### config.mk
export PLATFORM = sky130hd
export DESIGN_NAME = layer_output_collector_flat
export DESIGN_NICKNAME = d
export VERILOG_FILES = /design/src/rtl/layer_output_collector_if.sv /design/src/rtl/layer_output_collector.sv /design/src/flat_wrapper.sv
export SDC_FILE = /design/constraint.sdc
export NUM_CORES = 1
export LEC_CHECK = 0
export ABC_CLOCK_PERIOD_IN_PS = 3000
export BUFFER_PORTS_ARGS = -buffer_cell sky130_fd_sc_hd__buf_2
export CAP_MARGIN = 10
export CORE_MARGIN = 3
export CORE_UTILIZATION = 53
export DETAILED_ROUTE_END_ITERATION = 12
export PLACE_DENSITY = 0.91
export SYNTH_ARGS = -nofsm -noshare
export SYNTH_HDL_FRONTEND = slang
export SYNTH_SLANG_ARGS = --single-unit
### constraint.sdc
create_clock -name clk -period 3 [get_ports clk]
set_input_delay 0 -clock clk [delete_from_list [all_inputs] [get_ports clk]]
set_output_delay 0 -clock clk [all_outputs]
set_load 0.05 [all_outputs]
### src/rtl/layer_output_collector_if.sv
// Bundle between the activation stage / layer controller and the output
// collector, including the layer-buffer memory write port.
//
//   start, base_addr, layer_size : layer command (controller -> collector)
//   in_values, in_valid, in_ready: parallel lane word handshake
//   wr_en, wr_addr, wr_data      : single-port memory write strobe
//   busy, done, dropped, overflow: layer status back to the controller
//
// modport master : the side that issues commands and supplies lane words
// modport slave  : the collector itself
interface layer_output_collector_if #(
  parameter int NUM_NEURON    = 6,
  parameter int VALUE_SIZE    = 8,
  parameter int MEM_ADDR_SIZE = 10
);
  logic                             start;
  logic [MEM_ADDR_SIZE-1:0]         base_addr;
  logic [MEM_ADDR_SIZE-1:0]         layer_size;
  logic [NUM_NEURON*VALUE_SIZE-1:0] in_values;
  logic [NUM_NEURON-1:0]            in_valid;
  logic                             in_ready;
  logic                             wr_en;
  logic [MEM_ADDR_SIZE-1:0]         wr_addr;
  logic [VALUE_SIZE-1:0]            wr_data;
  logic                             busy;
  logic                             done;
  logic                             dropped;
  logic                             overflow;

  modport master (
    output start, base_addr, layer_size, in_values, in_valid,
    input  in_ready, wr_en, wr_addr, wr_data, busy, done, dropped, overflow
  );

  modport slave (
    input  start, base_addr, layer_size, in_values, in_valid,
    output in_ready, wr_en, wr_addr, wr_data, busy, done, dropped, overflow
  );
endinterface

### src/rtl/layer_output_collector.sv
// layer_output_collector
//
// Serialises the parallel activated outputs of one layer into sequential
// writes to the layer buffer memory. A word of NUM_NEURON lanes with per-lane
// valid bits is captured, then its valid lanes are written one per cycle in
// ascending lane order to consecutive addresses starting at base_addr.
// After layer_size writes the block pulses done and returns to idle.
//
// Ports:
//   clk  - clock
//   rst  - synchronous, active-high reset; abandons any layer in flight
//   bus  - layer_output_collector_if.slave (command, lane word handshake,
//          memory write port, status flags)
//
// All outputs come from registers or are decoded from registered state, so
// there is no combinational path from any input to any output.
module layer_output_collector #(
  parameter int NUM_NEURON    = 6,
  parameter int VALUE_SIZE    = 8,
  parameter int MEM_ADDR_SIZE = 10
) (
  input  logic                     clk,
  input  logic                     rst,
  layer_output_collector_if.slave  bus
);

  typedef enum logic [1:0] {
    S_IDLE    = 2'd0,
    S_COLLECT = 2'd1,
    S_DRAIN   = 2'd2,
    S_DONE    = 2'd3
  } state_t;

  state_t                   state_reg, state_next;
  logic [MEM_ADDR_SIZE-1:0] ptr_reg, ptr_next;
  logic [MEM_ADDR_SIZE-1:0] remaining_reg, remaining_next;
  logic [NUM_NEURON-1:0]    mask_reg, mask_next;
  logic                     dropped_reg, dropped_next;
  logic                     overflow_reg, overflow_next;
  logic [VALUE_SIZE-1:0]    value_reg [NUM_NEURON];

  logic                     capture;
  logic [VALUE_SIZE-1:0]    in_lane   [NUM_NEURON];
  logic [VALUE_SIZE-1:0]    lane_pick [NUM_NEURON];
  logic [NUM_NEURON-1:0]    sel_onehot;
  logic [NUM_NEURON-1:0]    mask_left;
  logic [MEM_ADDR_SIZE-1:0] remaining_dec;
  logic [VALUE_SIZE-1:0]    drain_data;
  logic                     any_valid;

  // Unpack the flat lane bus into one value per lane.
  for (genvar gi = 0; gi < NUM_NEURON; gi++) begin : g_unpack
    assign in_lane[gi] = bus.in_values[gi*VALUE_SIZE +: VALUE_SIZE];
  end

  assign any_valid = |bus.in_valid;

  // Isolate the lowest set mask bit: x & -x leaves only that bit.
  assign sel_onehot    = mask_reg & (~mask_reg + NUM_NEURON'(1));
  assign mask_left     = mask_reg & ~sel_onehot;
  assign remaining_dec = remaining_reg - MEM_ADDR_SIZE'(1);

  // One-hot AND-OR mux for the lane being drained.
  for (genvar gi = 0; gi < NUM_NEURON; gi++) begin : g_pick
    assign lane_pick[gi] = value_reg[gi] & {VALUE_SIZE{sel_onehot[gi]}};
  end

  always_comb begin
    drain_data = '0;
    for (int i = 0; i < NUM_NEURON; i++) begin
      drain_data = drain_data | lane_pick[i];
    end
  end

  // Next-state and datapath decisions.
  always_comb begin
    state_next     = state_reg;
    ptr_next       = ptr_reg;
    remaining_next = remaining_reg;
    mask_next      = mask_reg;
    dropped_next   = dropped_reg;
    overflow_next  = overflow_reg;
    capture        = 1'b0;

    case (state_reg)
      S_IDLE: begin
        // Lane words seen here belong to no layer and are simply ignored.
        if (bus.start) begin
          ptr_next       = bus.base_addr;
          remaining_next = bus.layer_size;
          dropped_next   = 1'b0;
          overflow_next  = 1'b0;
          state_next     = (bus.layer_size == '0) ? S_DONE : S_COLLECT;
        end
      end

      S_COLLECT: begin
        if (any_valid) begin
          capture    = 1'b1;
          mask_next  = bus.in_valid;
          state_next = S_DRAIN;
        end
      end

      S_DRAIN: begin
        // The mask is never empty here: a word is only captured when at
        // least one lane is valid, and we leave as soon as it empties.
        if (any_valid) begin
          dropped_next = 1'b1;
        end
        ptr_next       = ptr_reg + MEM_ADDR_SIZE'(1);
        remaining_next = remaining_dec;
        mask_next      = mask_left;
        if (remaining_dec == '0) begin
          // Layer is full; whatever is still pending is surplus.
          if (mask_left != '0) begin
            overflow_next = 1'b1;
          end
          mask_next  = '0;
          state_next = S_DONE;
        end else if (mask_left == '0) begin
          state_next = S_COLLECT;
        end
      end

      S_DONE: begin
        if (any_valid) begin
          dropped_next = 1'b1;
        end
        state_next = S_IDLE;
      end

      default: begin
        state_next = S_IDLE;
      end
    endcase
  end

  always_ff @(posedge clk) begin
    if (rst) begin
      state_reg     <= S_IDLE;
      ptr_reg       <= '0;
      remaining_reg <= '0;
      mask_reg      <= '0;
      dropped_reg   <= 1'b0;
      overflow_reg  <= 1'b0;
    end else begin
      state_reg     <= state_next;
      ptr_reg       <= ptr_next;
      remaining_reg <= remaining_next;
      mask_reg      <= mask_next;
      dropped_reg   <= dropped_next;
      overflow_reg  <= overflow_next;
    end
  end

  // Lane value buffer, loaded on capture only.
  always_ff @(posedge clk) begin
    if (rst) begin
      for (int i = 0; i < NUM_NEURON; i++) begin
        value_reg[i] <= '0;
      end
    end else if (capture) begin
      for (int i = 0; i < NUM_NEURON; i++) begin
        value_reg[i] <= in_lane[i];
      end
    end
  end

  // Outputs decoded from registered state. Address and data are forced to
  // zero when no write is in progress so the memory port is quiet.
  assign bus.in_ready = (state_reg == S_COLLECT);
  assign bus.busy     = (state_reg != S_IDLE);
  assign bus.done     = (state_reg == S_DONE);
  assign bus.wr_en    = (state_reg == S_DRAIN);
  assign bus.wr_addr  = (state_reg == S_DRAIN) ? ptr_reg : '0;
  assign bus.wr_data  = (state_reg == S_DRAIN) ? drain_data : '0;
  assign bus.dropped  = dropped_reg;
  assign bus.overflow = overflow_reg;

endmodule

### src/flat_wrapper.sv
// flat-port wrapper written by rule: the top's interface ports become plain ports
module layer_output_collector_flat 
#(
  parameter int NUM_NEURON    = 6,
  parameter int VALUE_SIZE    = 8,
  parameter int MEM_ADDR_SIZE = 10
)
  (clk, rst, bus_start, bus_base_addr, bus_layer_size, bus_in_values, bus_in_valid, bus_in_ready, bus_wr_en, bus_wr_addr, bus_wr_data, bus_busy, bus_done, bus_dropped, bus_overflow);
  layer_output_collector_if #(.NUM_NEURON(NUM_NEURON), .VALUE_SIZE(VALUE_SIZE), .MEM_ADDR_SIZE(MEM_ADDR_SIZE)) bus_i ();
  input  logic clk;
  input  logic rst;
  input wire logic [$bits(bus_i.start)-1:0] bus_start;
  input wire logic [$bits(bus_i.base_addr)-1:0] bus_base_addr;
  input wire logic [$bits(bus_i.layer_size)-1:0] bus_layer_size;
  input wire logic [$bits(bus_i.in_values)-1:0] bus_in_values;
  input wire logic [$bits(bus_i.in_valid)-1:0] bus_in_valid;
  output wire logic [$bits(bus_i.in_ready)-1:0] bus_in_ready;
  output wire logic [$bits(bus_i.wr_en)-1:0] bus_wr_en;
  output wire logic [$bits(bus_i.wr_addr)-1:0] bus_wr_addr;
  output wire logic [$bits(bus_i.wr_data)-1:0] bus_wr_data;
  output wire logic [$bits(bus_i.busy)-1:0] bus_busy;
  output wire logic [$bits(bus_i.done)-1:0] bus_done;
  output wire logic [$bits(bus_i.dropped)-1:0] bus_dropped;
  output wire logic [$bits(bus_i.overflow)-1:0] bus_overflow;
  assign bus_i.start = bus_start;
  assign bus_i.base_addr = bus_base_addr;
  assign bus_i.layer_size = bus_layer_size;
  assign bus_i.in_values = bus_in_values;
  assign bus_i.in_valid = bus_in_valid;
  assign bus_in_ready = bus_i.in_ready;
  assign bus_wr_en = bus_i.wr_en;
  assign bus_wr_addr = bus_i.wr_addr;
  assign bus_wr_data = bus_i.wr_data;
  assign bus_busy = bus_i.busy;
  assign bus_done = bus_i.done;
  assign bus_dropped = bus_i.dropped;
  assign bus_overflow = bus_i.overflow;
  layer_output_collector #(.NUM_NEURON(NUM_NEURON), .VALUE_SIZE(VALUE_SIZE), .MEM_ADDR_SIZE(MEM_ADDR_SIZE)) u_core (.clk(clk), .rst(rst), .bus(bus_i));
endmodule
Yosys cells after proc, flatten, opt, wreduce, memory -nomap -nowiden. Memories as Yosys holds them, arrays and structs flattened. Cells that the tools add are included.

Bits in latches: 0. Output and inout bits: 24. Bits in read-only memories: 0. Flip-flop bits (word level): 30. Input port bits: 77. Memories: 1. Memory bits (writable): 48.

Memories: u_core.value_reg (words 6, width 8, rd ports 6, clocked after Yosys merged registers in 0, write ports 6, RTL line layer_output_collector.sv:40) `logic [VALUE_SIZE-1:0] value_reg [NUM_NEURON];`.

Multiplexer cells: 34. Magnitude comparators: 0. $add $sub $neg: 3. Bitwise logic cells: 21. Reductions and logical operators: 16. Divide/modulo/power cells: 0. Shift operators: 0. Equal/unequal tests: 9. Multiply operators: 0.

Operator list (number): 8-bit 2-to-1 mux (7); 8-bit AND (6); 8-bit OR (5); 10-bit one-hot mux with 2 select lines (2); 10-bit 2-to-1 mux (3); 10-bit logical NOT (2); 6-bit AND (2); 6-bit 2-to-1 mux (2); 6-bit inverter (2); 6-bit one-hot mux with 2 select lines (1); 1-bit 2-to-1 mux (11); 10-bit by 1-bit adder with 10-bit output (second input constant) (1); 2-bit 2-to-1 mux (5); 10-bit by 1-bit subtractor with 10-bit output (second input constant) (1); 2-bit by 1-bit != test with 1-bit output (second input constant) (4); 2-bit one-hot mux with 4 select lines (1); 2-bit nonzero test (4); 6-bit by 1-bit adder with 6-bit output (second input constant) (1); 6-bit logical NOT (1); 1-bit OR (6); 3-bit AND reduction (2); 6-bit nonzero test (1); 6-bit OR reduction (1); 2-bit == test (second input constant) (2); 8 further kinds (10).

Longest topological paths before layout.
Word-level depth: 10. Depth in mapped cells: 9.

Worst setup path after synthesis. No wires, ideal clock.

Path type: register -> register. Start point: register u_core.state_reg[0]. End point: memory u_core.value_reg[0][0], enable pin. Stages on the path, launching flop included: 8. Setup slack: 0.048 ns. Setup time: 0.384 ns. Arrival: 2.568 ns. Path buffers: 3. Required time: 2.616 ns. Cells stage by stage: dfxtp_1 -> buf_2 -> inv_1 -> nor2_1 -> and2_1 -> clkbuf_1 -> clkbuf_1 -> or2_2.

RTL lines: from (decl) (RTL line layer_output_collector.sv:34) `state_t state_reg, state_next;`; from (signal assigned) (RTL line layer_output_collector.sv:148) `state_reg <= state_next;`; to (decl) (RTL line layer_output_collector.sv:40).

Worst setup path after layout.
Start point: register u_core.mask_reg[1]. End point: output bus_wr_data[4].

Word-level cells in the longest chain between the ends: 10. Elaborated cells on any way between the ends: 14. Those cells by class: add/sub (1); mux (1); bitwise (12).

Ends and longest elaborated chain: from (decl) (RTL line layer_output_collector.sv:37) `logic [NUM_NEURON-1:0] mask_reg, mask_next;`; from (signal assigned) (RTL line layer_output_collector.sv:151) `mask_reg <= mask_next;`; 6-bit inverter (RTL line layer_output_collector.sv:59) `assign sel_onehot = mask_reg & (~mask_reg + NUM_NEURON'(1));`; 6-bit by 1-bit adder with 6-bit output (RTL line layer_output_collector.sv:59); 6-bit AND (*) (RTL line layer_output_collector.sv:59); 8-bit AND (RTL line layer_output_collector.sv:65) `assign lane_pick[gi] = value_reg[gi] & {VALUE_SIZE{sel_onehot[gi]}};`; 8-bit OR (4 in a row) (RTL line layer_output_collector.sv:71) `drain_data = drain_data | lane_pick[i];`; 8-bit OR (*) (RTL line layer_output_collector.sv:71); 8-bit 2-to-1 mux (*) (RTL line layer_output_collector.sv:177) `assign bus.wr_data = (state_reg == S_DRAIN) ? drain_data : '0;`; to (decl) (RTL line flat_wrapper.sv:20) `output wire logic [$bits(bus_i.wr_data)-1:0] bus_wr_data;`.

Every way passes the cells marked *; elsewhere a longest branch is shown, timed or not.

==> metrics.csv <==
stage,metric,value,unit
status,outcome,"finished, final reports clean",
timing,Tmin final,2.71,ns
yosys,Synth area leader,edfxtp_1,
worst_setup_path,Worst Reg-to-Reg Cells,7,
timing,f_max,369,MHz
yosys,ys flop type,edfxtp_1,
global_route,met2 Usage GRT,0.482,
timing,Slew Limit Fails,0,
finish,fin nets,630,
yosys,Post-Synthesis Cell Area,4040,um^2
route,drt first-iter violations,600,
cts,CTS tree,yes,
floorplanning,initial cell density of the core,0.551,
cts,total CTS buffers,9,
yosys,Synth Instances,410,
global_route,initial antenna violation count,0,
timing,Max Clock Skew,0.0151,ns
route,DR pass1 iterations,8,
hold_path,Hold/Removal Path Class,primary input to flip-flop,
worst_setup_path,crit path buf inv count,1,
route,wire length per cell,18.8,um
finish,ratio of cells with drive above 1 in the final layout,0.250,
route,post-route antenna net violation count,0,
floorplanning,die width,93.3,um
floorplanning,row count,31,
timing,Fin Setup TNS,0,ns
worst_setup_path,Crit Path Max Fanout,17,
cts,CTS Root Cell,clkbuf_8,
yosys,number of synthesized flops with an enable pin,48,
pwr,Worst VDD drop,0.000331,V
worst_setup_path,CP endpoint kind,primary output,
global_route,met3 GRT Util,0.0571,
timing,Final setup violation count,0,
yosys,Yosys reg bits,78,
worst_setup_path,Startpoint Class,flip-flop,
place,port bufs,100,
pwr,Pleak,2.33,nW
global_route,first-pass GRT wire length,19.2,mm
global_route,met1 usage,0.352,
route,routed vias,4054,
global_route,largest net degree at the start of global routing,61,
worst_setup_path,Worst Path Arrival,2.71,ns
yosys,"Async S/R FF share, synth",0,
place,final HPWL from detailed placement,6.97,mm
route,final WL,12.3,mm
worst_setup_path,Top Family by Delay on Critical Path,simple AND/OR/NAND/NOR gates,
yosys,synth warn,0,
cts,clock buffer depth,2,
global_route,number of global-route vias before repair,3820,
cts,H-tree Lvls,3,
flow_run,max_cap viols,0,
place,gpl congestion,0.931,
timing,RSZ-0062 raised after global routing,false,
timing,fin crit share,0.903,
floorplanning,core area,7330,um^2
yosys,post-synth cell types,57,
worst_setup_path,crit path kind,flip-flop to primary output,
worst_setup_path,"Req. time, crit path",3.00,ns
cts,Clock Pin Slew Worst Setup and Hold Paths,0.09,ns
pwr,Power Total,2.51,mW
yosys,sequential area share after synthesis,0.505,
cts,PostCTS Resize Cnt,0,
route,Vias/cell,6.20,
cts,total clock sinks,78,
timing,Fin. Hold Viols,0,
finish,Ant. Diodes,0,
worst_setup_path,"Critical Path, Cell by Cell",or4_4 > nor2_4 > and2_1 > a222oi_1 > a21oi_1 > buf_2,
global_route,layer with the highest usage,met2,
cts,number of setup buffers added after CTS,0,
finish,max FFs per register,48,
timing,Worst Max-Slew Pin Slew,0.616,ns
yosys,dominant cells by area after synthesis,"edfxtp_1 36%, dfxtp_1 15%, and3_1 7.6%, a21oi_1 4.8%, nor2_1 4.0%",
floorplanning,Ports,101,
cts,Clock Latency Late Sink,0.37,ns
yosys,syn_nets,490,
timing,worst rel slew slack,0.588,
pwr,Pwr Density,471,nW/um^2
worst_setup_path,CP max stage cell,or4_4,
global_route,total track usage,0.285,
yosys,syn avg cell area,9.86,um^2
route,drt drc,0,
hold_path,Hold Crit Depth,3,
floorplanning,die area,8710,um^2
worst_setup_path,CP peak stage delay,0.63,ns
floorplanning,Die Span Y,93.3,um
global_route,GRT Residual Overflow,0,
finish,area grow syn2layout,32.2,%
worst_setup_path,Critical Path Stages,6,
yosys,Synth top area share,0.357,
## synth_stat cells, drive strengths merged (2+ instances only)
master	n
dfxtp	30
clkbuf	26
nor2	45
nand4	3
nor4	8
nor3	7
and2	11
mux2i	7
o32ai	3
nand3	10
xor2	5
a221oi	4
nand2	20
a22oi	10
or3	2
o22ai	7
edfxtp	48
buf	9
ha	3
o21ai	6
a211oi	6
inv	10
xnor2	4
o221ai	5
a21oi	39
a31oi	3
or4	3
and3	49
a222oi	8
## layer usage
| metal | part of all wire | vias up |
|---|---|---|
| met3 | 0.087 | 51 |
| met2 | 0.50 | 283 |
| met4 | 0.046 | 0 |
| met1 | 0.36 | 1888 |
| li1 | - | 1832 |
| met5 | 0 | - |
## worst register-to-register path, stage by stage, from the launching register on
cell     delay [ns]
dfxtp_1        0.37
inv_1          0.11
ha_1           0.24
or4b_4         0.53
xnor2_2        0.15
nor3_1         0.27
o21ai_1        0.16
a31oi_1        0.20
## what timing repair did
| action | in CTS | in global routing |
|---|---|---|
| hold buffers | 55 | 0 |
| endpoints found under the hold margin | 55 | 0 |
| setup endpoints to repair | 0 | 0 |
## metrics by stage
| step | area, um^2 | std cells | hold WS [ns] | util | setup WS (ns) |
|---|---|---|---|---|---|
| floorplan | 4040 | 410 | 0.163 | - | 0.0476 |
| global placement | 4590 | 583 | 0.293 | 0.626 | 0.910 |
| detailed placement | 4590 | 583 | 0.304 | 0.626 | 0.844 |
| CTS | 5340 | 654 | 0.00359 | 0.729 | 0.442 |
| global route | 5340 | 654 | 0.00296 | 0.729 | 0.227 |
| finish | 5340 | 654 | 0.00542 | 0.729 | 0.290 |
## layout by cell type, fill, tap and decap left out, drive strengths merged, types with 5 or more instances in the layout
cell type    Yosys  final
a211oi           6      6
a21oi           39     39
a222oi           8      8
a22oi           10     10
and2            11     11
and3            49     49
buf              9    109
clkbuf          26      9
dfxtp           30     30
dlygate4sd3      0     55
edfxtp          48     48
inv             10     13
mux2i            7      7
nand2           20     20
nand3           10     10
nor2            45     45
nor3             7      7
nor4             8      8
o21ai            6      6
o221ai           5      5
o22ai            7      7
xor2             5      5
## layout make-up
type	instances	area, um^2
multi-input combinational	287	1820
timing repair buffer	164	1120
clock buffer	9	124
sequential	78	2040
tap	99	124
clock inverter	7	80.1
fill	466	1990
inverter	10	37.5
## cell families (layout without fill, tap and decap cells)
kind of cell             count (synthesis)  in the layout  share of synthesized area
AND/OR/NAND/NOR                        165            165                      0.222
AO/OA/AOI/OAI                          101            101                      0.175
flip-flops                              78             78                      0.505
buffers and inverters                   45            190                     0.0449
XOR/XNOR                                 9              9                     0.0214
multiplexers                             8              8                     0.0201
adder cells (fa/ha/maj)                  4              4                     0.0118
## where the power goes
| part | total, mW | internal (mW) | switching (mW) |
|---|---|---|---|
| Clock | 0.839 | 0.395 | 0.445 |
| Sequential | 1.28 | 1.21 | 0.0614 |
| Combinational | 0.400 | 0.187 | 0.213 |
## path summary, 6_finish.rpt
kind                                start                   to  slack (ns)
setup / recovery       u_core.mask_reg[1]       bus_wr_data[4]        0.29
hold / removal           bus_base_addr[7]    u_core.ptr_reg[7]       0.005
setup reg to reg  u_core.remaining_reg[0]  u_core.state_reg[0]        0.91
hold reg to reg       u_core.bus.overflow  u_core.bus.overflow        0.48
Note: power is estimated with default switching activity, not from simulation.
